===== config.mk =====
export PLATFORM = sky130hd
export DESIGN_NAME = chain_latency_meter
export DESIGN_NICKNAME = d
export VERILOG_FILES = /design/src/rtl/chain_latency_meter.sv
export SDC_FILE = /design/constraint.sdc
export NUM_CORES = 1
export LEC_CHECK = 0
export BUFFER_PORTS_ARGS = -buffer_cell sky130_fd_sc_hd__buf_4
export CELL_PAD_IN_SITES_DETAIL_PLACEMENT = 0
export CELL_PAD_IN_SITES_GLOBAL_PLACEMENT = 1
export CORE_AREA = 2 2 85 70
export DETAILED_ROUTE_END_ITERATION = 6
export DIE_AREA = 0 0 87 72
export PLACE_DENSITY = 0.85
export SETUP_SLACK_MARGIN = 0.2
export SYNTH_ARGS = -nofsm -noshare
export SYNTH_HDL_FRONTEND = slang
export SYNTH_SLANG_ARGS = --single-unit

===== constraint.sdc =====
create_clock -name clk -period 7.4 [get_ports clk]
set_clock_uncertainty 0.15 [all_clocks]
set_input_delay 1.11 -clock clk [delete_from_list [all_inputs] [get_ports clk]]
set_output_delay 1.11 -clock clk [all_outputs]
set_load 0.05 [all_outputs]

===== src/rtl/chain_latency_meter.sv =====
// Launch/capture latency meter for the delay-chain test array.
// Optional CLM_AVG4_EN: four alternating-edge passes averaged into result.
module chain_latency_meter #(
  parameter int          CNT_W       = 16,
  parameter int          SYNC_STAGES = 2,
  parameter int unsigned TIMEOUT_CYC = 32'h0000_FFFE
) (
  input  logic             clk,
  input  logic             rst_n,
  input  logic             start,
  input  logic             abort,
  input  logic [2:0]       lane_sel,
  input  logic [7:0]       chain_in,
  output logic             launch_out,
  output logic             busy,
  output logic             done,
  output logic             timeout,
  output logic [CNT_W-1:0] result
);

  localparam logic [CNT_W-1:0] L_TMO = CNT_W'(TIMEOUT_CYC);

  typedef enum logic [2:0] {
    S_IDLE,
    S_SETTLE,
    S_LAUNCH,
    S_COUNT,
    S_FINISH
  } state_t;

  state_t                            r_state;
  logic [SYNC_STAGES-1:0][7:0]       r_sync;
  logic [2:0]                        r_lane;
  logic [CNT_W-1:0]                  r_cnt;
  logic                              r_launch;
  logic                              r_busy;
  logic                              r_done;
  logic                              r_timeout;
  logic [CNT_W-1:0]                  r_result;

  logic                              w_lane;
  logic                              w_match;
  logic                              w_tmo;
  logic [CNT_W-1:0]                  w_cnt_inc;

`ifdef CLM_AVG4_EN
  logic [1:0]                        r_pass;
  logic [CNT_W+1:0]                  r_acc;
  logic [CNT_W+1:0]                  w_sum;

  assign w_sum = r_acc + {2'b00, r_cnt};
`endif

  // Plain flop chain; chain_in is fully asynchronous to clk.
  always_ff @(posedge clk or negedge rst_n) begin
    if (!rst_n) begin
      r_sync <= '0;
    end else begin
      r_sync[0] <= chain_in;
      for (int i = 1; i < SYNC_STAGES; i++) begin
        r_sync[i] <= r_sync[i-1];
      end
    end
  end

  assign w_lane    = r_sync[SYNC_STAGES-1][r_lane];
  assign w_match   = (w_lane == r_launch);
  assign w_tmo     = (r_cnt == L_TMO);
  assign w_cnt_inc = w_tmo ? r_cnt : r_cnt + CNT_W'(1);

  always_ff @(posedge clk or negedge rst_n) begin
    if (!rst_n) begin
      r_state   <= S_IDLE;
      r_lane    <= '0;
      r_cnt     <= '0;
      r_launch  <= 1'b0;
      r_busy    <= 1'b0;
      r_done    <= 1'b0;
      r_timeout <= 1'b0;
      r_result  <= '0;
`ifdef CLM_AVG4_EN
      r_pass    <= '0;
      r_acc     <= '0;
`endif
    end else begin
      r_done <= 1'b0;
      if (abort && (r_state != S_IDLE)) begin
        r_state <= S_IDLE;
        r_busy  <= 1'b0;
      end else begin
        unique case (r_state)
          S_IDLE: begin
            if (start) begin
              r_lane    <= lane_sel;
              r_cnt     <= '0;
              r_timeout <= 1'b0;
              r_busy    <= 1'b1;
              r_state   <= S_SETTLE;
`ifdef CLM_AVG4_EN
              r_pass    <= '0;
              r_acc     <= '0;
`endif
            end
          end
          S_SETTLE: begin
            if (w_match) begin
              r_cnt   <= '0;
              r_state <= S_LAUNCH;
            end else if (w_tmo) begin
              r_timeout <= 1'b1;
              r_done    <= 1'b1;
              r_busy    <= 1'b0;
              r_state   <= S_FINISH;
`ifdef CLM_AVG4_EN
              r_result  <= '1;
`endif
            end else begin
              r_cnt <= w_cnt_inc;
            end
          end
          S_LAUNCH: begin
            r_launch <= ~r_launch;
            r_cnt    <= '0;
            r_state  <= S_COUNT;
          end
          S_COUNT: begin
            if (w_match) begin
`ifdef CLM_AVG4_EN
              if (r_pass == 2'd3) begin
                r_result <= w_sum[CNT_W+1:2];
                r_done   <= 1'b1;
                r_busy   <= 1'b0;
                r_state  <= S_FINISH;
              end else begin
                r_acc   <= w_sum;
                r_pass  <= r_pass + 2'd1;
                r_cnt   <= '0;
                r_state <= S_SETTLE;
              end
`else
              r_result <= r_cnt;
              r_done   <= 1'b1;
              r_busy   <= 1'b0;
              r_state  <= S_FINISH;
`endif
            end else if (w_tmo) begin
              r_result  <= '1;
              r_timeout <= 1'b1;
              r_done    <= 1'b1;
              r_busy    <= 1'b0;
              r_state   <= S_FINISH;
            end else begin
              r_cnt <= w_cnt_inc;
            end
          end
          S_FINISH: begin
            r_state <= S_IDLE;
          end
          default: begin
            r_state <= S_IDLE;
          end
        endcase
      end
    end
  end

  assign launch_out = r_launch;
  assign busy       = r_busy;
  assign done       = r_done;
  assign timeout    = r_timeout;
  assign result     = r_result;

endmodule

==> results of run 1 <==
flip-flops by register name, summed over array words and instances, names as in the netlist:
signal and flops:
r_cnt 16, launch_out 1, r_state 3, result 16, r_lane 3, busy 1, done 1, timeout 1
r_sync 16
routing by layer:
metal	wire, µm	vias up	global-route usage
met5	0	-	0
met4	115	0	0.08681
met3	331	10	0.06826
met2	2145	58	0.2468
met1	2393	903	0.2472
li1	-	890	-
final timing paths:
check                                   endpoint  slack, ns  depth (start not counted)
min in group asynchronous       busy$_DFFE_PN0P_       0.67                          1
max reg2reg                result[9]$_DFFE_PN0P_       4.56                          5
min reg2reg                 r_sync[14]$_DFF_PN0_       0.20                          0
min                         r_sync[14]$_DFF_PN0_       0.20                          0
max in group asynchronous    r_sync[1]$_DFF_PN0_       5.97                          1
max                        result[9]$_DFFE_PN0P_       4.56                          5
layout by cell type, fill, tap and decap left out, drive strengths merged, types with 2 or more instances in the layout:
cell	count
a211oi	3
a21oi	12
a31o	3
a31oi	4
and3	7
and4	4
buf	34
clkbuf	9
clkinv	2
clkinvlp	3
dfrtp	58
ha	2
inv	5
mux2	4
mux2i	3
nand2	11
nand3	7
nand4	5
nor2	14
nor2b	3
nor3	5
nor4	4
o21ai	2
o22a	16
o31ai	6
or3	2
or4	6
xnor2	4
metrics by stage:
stage / power (mW) / setup WS [ns]
final: 1.323 / 4.563
after global placement: 1.032 / 4.502
after floorplan: 0.8996 / 4.461
after detailed placement: 1.039 / 4.451
after CTS: 1.339 / 4.538
after global routing: 1.405 / 4.204
report_power, final:
| part | internal, mW | switching, mW | total (mW) | leakage [nW] |
|---|---|---|---|---|
| clock network | 0.157 | 0.135 | 0.292 | 0.0921 |
| logic | 0.205 | 0.364 | 0.569 | 0.482 |
| registers | 0.393 | 0.0683 | 0.462 | 0.730 |
worst max-delay path: stages (launching register included):
cell and delay (ns):
sky130_fd_sc_hd__dfrtp_1 0.46, sky130_fd_sc_hd__and4_1 0.31, sky130_fd_sc_hd__and3_1 0.19, sky130_fd_sc_hd__nand4_1 0.31
sky130_fd_sc_hd__a211oi_2 1.09, sky130_fd_sc_hd__o22a_1 0.24
area by class of cell:
cell class | instances | area [µm²]
Fill cell | 487 | 2384
Timing Repair Buffer | 34 | 255.2
Sequential cell | 58 | 1451
Inverter | 4 | 15.01
Clock inverter | 7 | 78.83
Tap cell | 65 | 81.33
Clock buffer | 9 | 123.9
Multi-Input combinational cell | 142 | 985.9
kinds of logic after synthesis:
group	synth area share
XOR/XNOR	0.01390
flip-flops	0.5760
AND/OR/NAND/NOR	0.1624
adder cells (fa/ha/maj)	0.009929
AO/OA/AOI/OAI	0.1738
multiplexers	0.03128
buffers and inverters	0.03276
==> flow_results.org, run 1 <==
** Yosys
- Synth area leader :: sky130_fd_sc_hd__dfrtp_1
- Most common library cells after synthesis :: sky130_fd_sc_hd__dfrtp_1 (58), sky130_fd_sc_hd__o22a_1 (16), sky130_fd_sc_hd__nor2_1 (14)
- Synthesized area per cell :: 11.72 µm²
- The synthesized design contains 58 register bits.
- The cell count after synthesis came out at 215.
- Cell types occupying the most area after synthesis :: sky130_fd_sc_hd__dfrtp_1 (58%), sky130_fd_sc_hd__o22a_1 (5.6%), sky130_fd_sc_hd__a21oi_1 (2.4%)
- Count of different cell masters after synthesis :: 46
- Synthesis Warnings :: 0
- Area share of the largest cell type after synthesis :: 0.5760
- Share of synthesized flip-flops with an asynchronous set or reset :: 1.000
- Of the synthesized area, sequential elements account for 0.5760.
- The cell area that synthesis handed to floorplanning was 2520 µm².
- The most used flip-flop cell after synthesis is sky130_fd_sc_hd__dfrtp_1.
- Net count after synthesis :: 232
- EDFF count, synth :: 0
- The most common cell in the synthesized netlist is sky130_fd_sc_hd__dfrtp_1.

** STA
- Across all hold checks on the routed design, the worst slack comes to 0.1959 ns.
- Count of final hold-check violations :: 0
- At the pin with the least slew margin, the transition time is roughly 1.2 ns.
- The smallest clock period supported by the final layout is computed as 2.837 ns.
- Fraction of the cycle the final worst path needs :: 0.3833
- Final count of negative-setup-slack endpoints :: 0
- Max Freq :: 352.5 MHz
- Max-slew headroom :: 0.2006
- Setup repair after global routing left no endpoint under its margin.
- Post-route setup TNS :: 0 ns
- Final Slew Violations :: 0

** Floorplan
- The floorplan has 24 rows.
- Ports :: 35
- The region available for standard cell placement spans 5375 µm².
- Initial standard-cell utilization of the core :: 0.4688
- The die is 87 µm wide.
- From bottom edge to top edge, the die measures 72 µm.
- The floorplan step defined a die boundary enclosing around 6300 µm².

** Global route
- Entering global routing, the biggest net connects just under 60 pins.
- Number of global-route vias before repair :: 1751
- First-pass GRT wire length :: 8459 µm
- For this run, the total global-route usage over all layers was measured as 0.1788.
- Congestion Overflow GR :: 0
- Initial antenna violation count :: 0

** Routing
- Once detail routing completed, the nets flagged for antenna violations numbered 0.
- DRC violations left :: 0
- Total Routed Length :: 4985 µm
- Number of iterations in the first detailed-routing pass :: 4
- First DRT Iteration DRCs :: 114
- For this block, the via count after detailed routing is 1861.
- Dividing the detail-routed via count by the number of cells gives 5.834.
- Routed WL per cell :: between 15 and 20 µm

** Layout
- Share of layout cells above drive strength 1 :: 0.2520
- Final Non-Filler Cells :: 319
- Share of the core filled with cells :: 0.5566
- The final layout contains between 200 and 300 nets.
- Number of antenna diodes :: 0
- Final design instance area without fill :: 2992 µm²
- Compared with the post-synthesis result, the final layout area differs by 18.72%.

** Place
- The congestion estimate from routability-driven global placement came to 0.7861.
- Count of input and output buffers :: 34
- After detailed placement, the design holds a cell count of roughly 300.
- After legalization and detailed placement, the total HPWL measured 3255 µm.
- Cell area after placement :: 2789 µm²

** Critical path
- In this run the worst setup path begins at r_cnt[4]$_DFFE_PN0P_.
- Data arrival time of the worst path :: approximately 3 ns
- STA puts the critical path data required time at 7.53 ns.
- The worst setup path is of the flop to flop kind.
- STA classifies the critical path startpoint as a flop.
- Kind of end point of the critical path :: flop
- Critical-path maximum fanout :: 16
- Reg-to-reg startpoint :: r_cnt[4]$_DFFE_PN0P_

** Power
- Power spread over the standard cell area amounts to roughly 440 nW/µm².
- IR Drop Worst-Case VDD :: 214.5 µV
- In this run the static leakage power is 1.304 nW.

** Clocking
- Clock buffer count from CTS :: 9
- Clock root buffer master :: sky130_fd_sc_hd__clkbuf_8
- Counting along the longest clock path gives a buffer depth of 2.
- Clock-pin slew was measured on the worst setup and hold paths at approximately 0.070 ns.
- # resized after CTS :: 0
- The number of setup buffers added after CTS is 0.
- Hold_buf cts :: 0
- Clock net sink count :: 58
- TritonCTS built the clock tree.
- Insertion delay of the later-clocked pin in the worst-skew pair :: approximately 0.34 ns
- Depth of the CTS H-tree :: 3

** Run
- Max-cap check violation count :: 0

** Worst hold path
- The min-delay analysis places its worst path in the category flop to flop.
- The startpoint identified for the worst hold timing path is r_sync[6]$_DFF_PN0_.

** Status
- The flow ran to the end, and the final reports show no timing, DRC or antenna violations.
No activity file was read; power rests on OpenSTA's default activity.
==> run 2, diff against run 1 <==
ABC_AREA = 1   (was not set)
CORE_AREA = 2 2 100 83   (was 2 2 85 70)
DIE_AREA = 0 0 102 85   (was 0 0 87 72)
PLACE_DENSITY = 0.79   (was 0.85)
clock period = 2.5 ns   (was 7.4 ns; I/O delays follow)
==> run 2 against run 1 <==
Compared with the run above:
- worst setup slack got worse by 4.1 ns
- clock power increased to 3.5 times the previous value
- design area grew 23%
- combinational power grew to 3.7 times the previous value
- worst hold slack got worse by 0.10 ns
- power rose to 3.3 times the previous value
- critical endpoint is now result[0]$_DFFE_PN0P_
- largest cell class unchanged
- highest routed layer unchanged
==> flow_results.org, run 2 <==
** STA
- Setup violations remaining at the end of the flow were counted as 0.
- Max Freq :: 479.6 MHz
- For the pin with the worst max-slew slack, the measured transition is 0.7343 ns.
- In the finished design, the share of the clock period the worst path needs comes to 0.8340.
- The tightest hold path in the finished design has a slack of 0.09293 ns.
- Setup repair after global routing left no endpoint under its margin.
- Adding up every negative setup slack in the final design gives 0 ns.
- The number of hold violations in the final report was 0.
- Measured against its own limit, the worst slew margin works out to 0.5105.
- Final Slew Violations :: 0
- Clock period minus worst slack :: 2.085 ns

** Layout
- Counting the fill cells in the layout gives 772.
- Commonest cells after routing, fill and taps aside :: sky130_fd_sc_hd__nand2_1 (93), sky130_fd_sc_hd__dfrtp_1 (58), sky130_fd_sc_hd__nor2_1 (41)
- In the final design database the tool counted 409 nets.
- The finished layout holds around 510 standard cells, fillers aside.
- Flip-flop and latch area :: 1451 µm²
- Number of antenna diodes :: 0
- The library cell used most frequently in the layout, excluding fill and tap cells, is sky130_fd_sc_hd__nand2_1.
- Of the cells placed in the final design, the portion with a size suffix greater than 1 is 0.2620.
- Compared with the post-synthesis result, the final layout area differs by 21.97%.
- With fillers left out, the area of the finished cells amounts to 3667 µm².
- The multi-input combinational cells in the finished layout cover a total of 1350 µm².

** Routing
- Routed WL per cell :: between 10 and 15 µm
- First DRT Iteration DRCs :: ~180
- After detailed routing, the number of vias per cell comes to 4.865.
- DRC violations left :: 0
- For this block, the via count after detailed routing is 2457.
- Before antenna repair, the detailed router went through 4 iterations.
- Wires add up to ~7000 µm.
- Once detail routing completed, the nets flagged for antenna violations numbered 0.

** Yosys
- Averaged over all synthesized cells, the footprint is 8.690 µm².
- The share of the Yosys chip area taken by registers is 0.4827.
- The cell area that synthesis handed to floorplanning was 3007 µm².
- The share of synthesized area in the top cell type comes to 0.4827.
- sky130_fd_sc_hd__dfrtp_1 takes more of the synthesized area than any other cell.
- For this run, the number of Yosys warnings is 0.
- In the post-synthesis netlist, the biggest area contributors are sky130_fd_sc_hd__dfrtp_1 (48%), sky130_fd_sc_hd__nand2_1 (12%), sky130_fd_sc_hd__nor2_1 (5.1%).
- Total of flip-flops plus latches after synthesis :: 58
- The number of different library cells used by synthesis comes to 27.
- Net count after synthesis :: 363
- Synthesized-area fraction occupied by xor and xnor cells :: 0.03204
- Of the total synthesized cell area, the portion taken by full adders, half adders and majority gates is 0.008323.
- Cell with the most instances after synthesis :: sky130_fd_sc_hd__nand2_1
- Counting flops with an async set or reset pin after synthesis yields a share of 1.000.
- Gate Count Post-Synth :: 346
- Simple-gate portion of the synthesized area :: 0.2938
- Multiplexer fraction of the synthesized cell area :: 0
- By area, the combinational part of the netlist is dominated by simple AND/OR/NAND/NOR gates.
- EDFF count, synth :: 0
- Among all flip-flop cells after synthesis, the most frequent one is sky130_fd_sc_hd__dfrtp_1.
- The synthesized-area fraction occupied by ao, oa, aoi and oai cells came to 0.1149.
- After synthesis, the most frequently instantiated cells are sky130_fd_sc_hd__nand2_1 (93), sky130_fd_sc_hd__dfrtp_1 (58), sky130_fd_sc_hd__nor2_1 (41).

** Clocking
- Clock tree synthesis found a total of 58 sinks.
- In this run the post-CTS setup repair buffer count came out at 0.
- CTS built an H-tree with a depth of 3.
- TritonCTS built the clock tree.
- The number of clock buffers added by TritonCTS is 9.
- Clock root buffer master :: sky130_fd_sc_hd__clkbuf_8
- Clock-pin slew of the registers on the worst-case setup and hold paths :: roughly 0.070 ns
- Hold_buf cts :: 9
- No sink is reached through more buffers than the 2 on the longest clock path.
- # resized after CTS :: 0
- At the later pin of the worst-skew pair, clock insertion delay measures around 0.34 ns.

** Run
- The tool flagged a number of max-cap violations equal to 0.

** Critical path
- For the worst setup path, the data required time is 2.61 ns.
- Data arrives at the worst endpoint at 2.20 ns.
- Path type of the worst setup path :: flop to flop
- Critical-path maximum fanout :: 32
- Reg-to-reg slack, setup :: 0.42 ns
- Worst setup SP type :: flop
- The worst setup path is captured at a flop.

** Floorplan
- 35 I/O pins were placed.
- The floorplan step set the die width to 102 µm.
- Initial standard-cell utilization of the core :: 0.3909
- Die H :: 85 µm
- After floorplanning, the core was sized to cover 7692 µm².
- Full die area :: a little under 9000 µm²
- Number of rows created at floorplan :: 29

** Place
- In this run the cell area measured after placement is ~3300 µm².
- Final weighted congestion in routability-driven placement :: approximately 0.83
- Count of input and output buffers :: 34
- Detailed placement ended at an HPWL of 4647 µm.
- The number of placed instances, taps included, is between 400 and 500.

** Status
- Status :: completed

** Global route
- Across every metal layer, demand over resource in global routing totals 0.1820.
- The first global-routing pass estimated 12230 µm of wire.
- Number of global-route vias before repair :: ~2.4k
- Entering global routing, the biggest net connects 59 pins.
- After global routing the overflow that remains totals 0.
- The number of antenna violations at the first check in global routing was 0.

** Power
- IR Drop Worst-Case VDD :: about 670 µV
- For this design the ratio of total power to cell area is 1208 nW/µm².
- In this run the static leakage power is 1.857 nW.

** Worst hold path
- Worst hold path type :: input port to flop
[run 2: layout make-up]
type / count / area share
Sequential cell: 58 / 0.3958
Multi-Input combinational cell: 245 / 0.3681
Timing Repair Buffer: 47 / 0.1024
Clock buffer: 11 / 0.04128
Tap cell: 108 / 0.03685
Inverter: 31 / 0.03241
Clock inverter: 5 / 0.02320
[run 2: critical path: stages, from the launching register on]
cell	delay, ns
sky130_fd_sc_hd__dfrtp_1	0.49
sky130_fd_sc_hd__inv_1	0.10
sky130_fd_sc_hd__ha_1	0.26
sky130_fd_sc_hd__nand3b_4	0.13
sky130_fd_sc_hd__nor2_8	0.05
sky130_fd_sc_hd__inv_4	0.16
sky130_fd_sc_hd__nand2_4	0.09
sky130_fd_sc_hd__nand2_4	0.37
sky130_fd_sc_hd__nand2_1	0.13
sky130_fd_sc_hd__o21ai_2	0.08
[run 2: metrics by stage]
stage	setup slack, ns	power [mW]	utilization
detailed placement	0.4241	3.412	0.4343
CTS	0.3988	4.461	0.4767
finish	0.4151	4.429	0.4767
floorplan	0.8316	2.851	-
global placement	0.5091	3.380	0.4343
global route	0.2182	4.731	0.4767
[run 2: final timing paths]
| check | cells after the start | from | endpoint |
|---|---|---|---|
| worst max register to register | 9 | r_cnt[0]$_DFFE_PN0P_ | result[0]$_DFFE_PN0P_ |
| worst min register to register | 0 | r_sync[6]$_DFF_PN0_ | r_sync[14]$_DFF_PN0_ |
| worst max-delay path | 9 | r_cnt[0]$_DFFE_PN0P_ | result[0]$_DFFE_PN0P_ |
| min in group asynchronous | 2 | rst_n | r_sync[6]$_DFF_PN0_ |
| worst min-delay path | 3 | lane_sel[0] | r_lane[0]$_DFFE_PN0P_ |
| max in group asynchronous | 2 | rst_n | r_state[0]$_DFFE_PN0P_ |
[run 2: logic make-up after synthesis]
logic type	Yosys count
DFF	58
buffers and inverters	43
AOI/OAI and AO/OA	44
and+or+nand+nor	188
adders and majority gates	2
xor gates and xnor gates	11
[run 2: where the power goes]
| group | internal, mW | total (mW) | switching (mW) |
|---|---|---|---|
| clock network | 0.621 | 1.02 | 0.401 |
| registers | 1.13 | 1.30 | 0.163 |
| logic | 0.577 | 2.11 | 1.53 |
| total | 2.33 | 4.43 | 2.10 |
[run 2: layer usage]
| layer | share of wire | wire [µm] | track usage |
|---|---|---|---|
| met5 | 0 | 0 | 0 |
| met4 | 0.017 | 121 | 0.06788 |
| met3 | 0.051 | 358 | 0.05025 |
| met2 | 0.43 | 3010 | 0.2626 |
| met1 | 0.50 | 3483 | 0.2609 |
==> run 3, diff against run 2 <==
CORE_AREA = 2 2 96 79   (was 2 2 100 83)
DIE_AREA = 0 0 98 81   (was 0 0 102 85)
PLACE_DENSITY = 0.82   (was 0.79)
clock period = 2.2 ns   (was 2.5 ns; I/O delays follow)
==> run 3 against run 2 <==
Compared with the run above:
- via count rose by 0.37%
- power rose by 12%
- register-to-register slack got worse by 0.08 ns
- wire length fell by 1.0%
- die area fell by 8.4%
- sequential power rose by 12%
- largest power group unchanged
==> flow_results.org, run 3 (synthesis gave the netlist of run 2 again) <==
** STA
- The count of final max-slew check failures was 0.
- The number of hold violations in the final report is 0.
- Final count of negative-setup-slack endpoints :: 0
- Headroom to the max-slew limit came out at 0.5105.
- Fraction of the cycle the final worst path needs :: 0.8487
- Clock period minus worst slack :: approximately 1.9 ns
- Post-route setup TNS :: 0 ns
- Final-layout worst hold slack :: between 0.03 and 0.04 ns
- Slew @ Worst Pin :: 0.7342 ns
- Setup repair after global routing left no endpoint under its margin.
- Static timing analysis puts the maximum clock frequency at 535.6 MHz.

** Floorplan
- Row generation in the floorplan step produced 28 rows.
- In this run the standard cell core region covers between 7000 and 8000 µm².
- Die H :: 81 µm
- From left edge to right edge, the die measures 98 µm.
- Pin placement for this block handled 35 I/O pins.
- The die covers 7938 µm².
- Initial standard-cell utilization of the core :: 0.4228

** Place
- Cell area after placement :: between 3000 and 4000 µm²
- Detailed placement ended at an HPWL of 4633 µm.
- Final weighted congestion in routability-driven placement :: 0.8541
- Count of input and output buffers :: 34
- Once placement completed, the tool counted placed cells totaling 475.

** Critical path
- In this run the worst path has a maximum fanout of 5.
- The startpoint identified for the worst register-to-register timing path is r_cnt[0]$_DFFE_PN0P_.
- STA puts the critical path data required time at 2.28 ns.
- Path type of the worst setup path :: flop to flop
- Kind of end point of the critical path :: flop
- Data on the critical path arrives at its endpoint at between 1.5 and 2 ns.
- On the worst path, the slowest cell contributes a delay of 0.41 ns.
- Traced cell by cell, the critical path runs through buf_4 -> ha_1 -> nand3_1 -> inv_1 -> nand3_1 -> xor2_1 -> nand2_1 -> o2111ai_1 -> nand2_1.
- Worst-path cell with the longest stage delay :: sky130_fd_sc_hd__dfrtp_1
- The most critical setup path has its startpoint at r_cnt[0]$_DFFE_PN0P_.
- Worst setup SP type :: flop

** Power
- IR Drop Worst-Case VDD :: 740.5 µV
- Overall power consumption after layout is estimated at 4.956 mW.
- Power spread over the standard cell area amounts to 1327 nW/µm².
- For this design the static power due to leakage is 1.906 nW.

** Run
- The tool flagged a number of max-cap violations equal to 0.

** Routing
- Overall via count from detail_route :: 2466
- The first detailed-routing pass ran for 5 iterations.
- DRC violations left :: 0
- Routed WL per cell :: 13.80 µm
- Antenna violation net count after detailed routing :: 0
- Post-DR vias/cell :: ~4.9
- Total Routed Length :: a little under 7000 µm
- The first routing iteration left 141 violations.

** Global route
- The number of antenna violations at the first check in global routing came to 0.
- For this run, global-route usage on met3 was measured as 0.04991.
- Number of global-route vias before repair :: 2412
- Global routing usage on met2 :: 0.3048
- Total global routing track utilization :: 0.1908
- Layer with the highest usage :: met2
- First-pass GRT wire length :: 11800 µm
- Entering global routing, the biggest net connects 59 pins.
- The total overflow left after global routing is 0.
- Global routing met1 resource utilization :: 0.2503

** Layout
- Share of layout cells above drive strength 1 :: 0.2902
- The final layout contains roughly 420 nets.
- Commonest cells after routing, fill and taps aside :: sky130_fd_sc_hd__nand2_1 (93), sky130_fd_sc_hd__dfrtp_1 (57), sky130_fd_sc_hd__buf_4 (50)
- Final Non-Filler Cells :: 500
- After routing the design area is between 3000 and 4000 µm².
- Layout-stage area growth over the synthesis result :: 24.26%
- Number of antenna diodes :: 0
- The library cell used most frequently in the layout, excluding fill and tap cells, is sky130_fd_sc_hd__nand2_1.

** Clocking
- The number of setup buffers added after CTS is 0.
- The H-tree generated during clock tree synthesis spans 3 levels.
- TritonCTS built the clock tree.
- After clock tree synthesis, the clock-pin slew on the worst setup and hold paths is 0.08 ns.
- Clock Path Buffers :: 2
- The tree is rooted in a sky130_fd_sc_hd__clkbuf_8.
- In this run, CTS created clock tree buffers numbering 9.
- Insertion delay of the later-clocked pin in the worst-skew pair :: around 0.35 ns
- Clock net sink count :: 58

** Worst hold path
- In this run the most critical hold path is launched from lane_sel[0].
- The tightest min-delay check is of the input port to flop type.

** Status
- Status :: completed
-- run 3: layer usage --
metal	up-vias	routed length [µm]
li1	1240	-
met1	1150	3248
met2	64	3177
met3	12	375
met4	0	98
met5	-	0
-- run 3: critical path: cells and delay by family (launching register included) --
kind | cells | cell delay, ns
flops | 1 | 0.41
buf+inv | 2 | 0.26
xor+xnor | 1 | 0.17
fa+ha+maj | 1 | 0.23
simple gates | 4 | 0.45
compound gates | 1 | 0.08
-- run 3: repair_timing --
| item | 4_1_cts | 5_1_grt |
|---|---|---|
| endpoints found under the hold margin | 66 | 0 |
| hold buffers | 9 | 0 |
| resized for setup | 0 | 7 |
| setup endpoints to repair | 0 | 36 |
-- run 3: cell type report --
type	instances	area [µm²]
Multi-Input combinational cell	245	1366
Sequential cell	58	1453
Timing Repair Buffer	60	485.5
Inverter	31	118.9
Clock inverter	7	76.32
Clock buffer	9	123.9
Fill cell	692	3376
Tap cell	90	112.6
-- run 3: worst paths after layout --
path                                          endpoint  depth (start not counted)  slack (ns)
worst min-delay path             r_lane[0]$_DFFE_PN0P_                          3        0.03
max in group asynchronous        r_cnt[10]$_DFFE_PN0P_                          2        0.93
worst max register to register   r_cnt[12]$_DFFE_PN0P_                          9        0.33
worst min register to register     r_sync[8]$_DFF_PN0_                          0        0.20
min in group asynchronous       result[13]$_DFFE_PN0P_                          2        0.45
worst max-delay path             r_cnt[12]$_DFFE_PN0P_                          9        0.33
-- run 3: metrics by stage --
step,setup WS [ns],utilization
floorplan,0.5316,-
global placement,0.2452,0.4803
detailed placement,0.2282,0.4803
CTS,0.2159,0.5211
global route,0.2060,0.5253
finish,0.3329,0.5253
-- run 3: where the power goes --
| part | switching, mW | internal, mW | leakage, nW |
|---|---|---|---|
| clock network | 0.481 | 0.530 | 0.0962 |
| logic | 1.76 | 0.727 | 1.07 |
| registers | 0.169 | 1.29 | 0.742 |
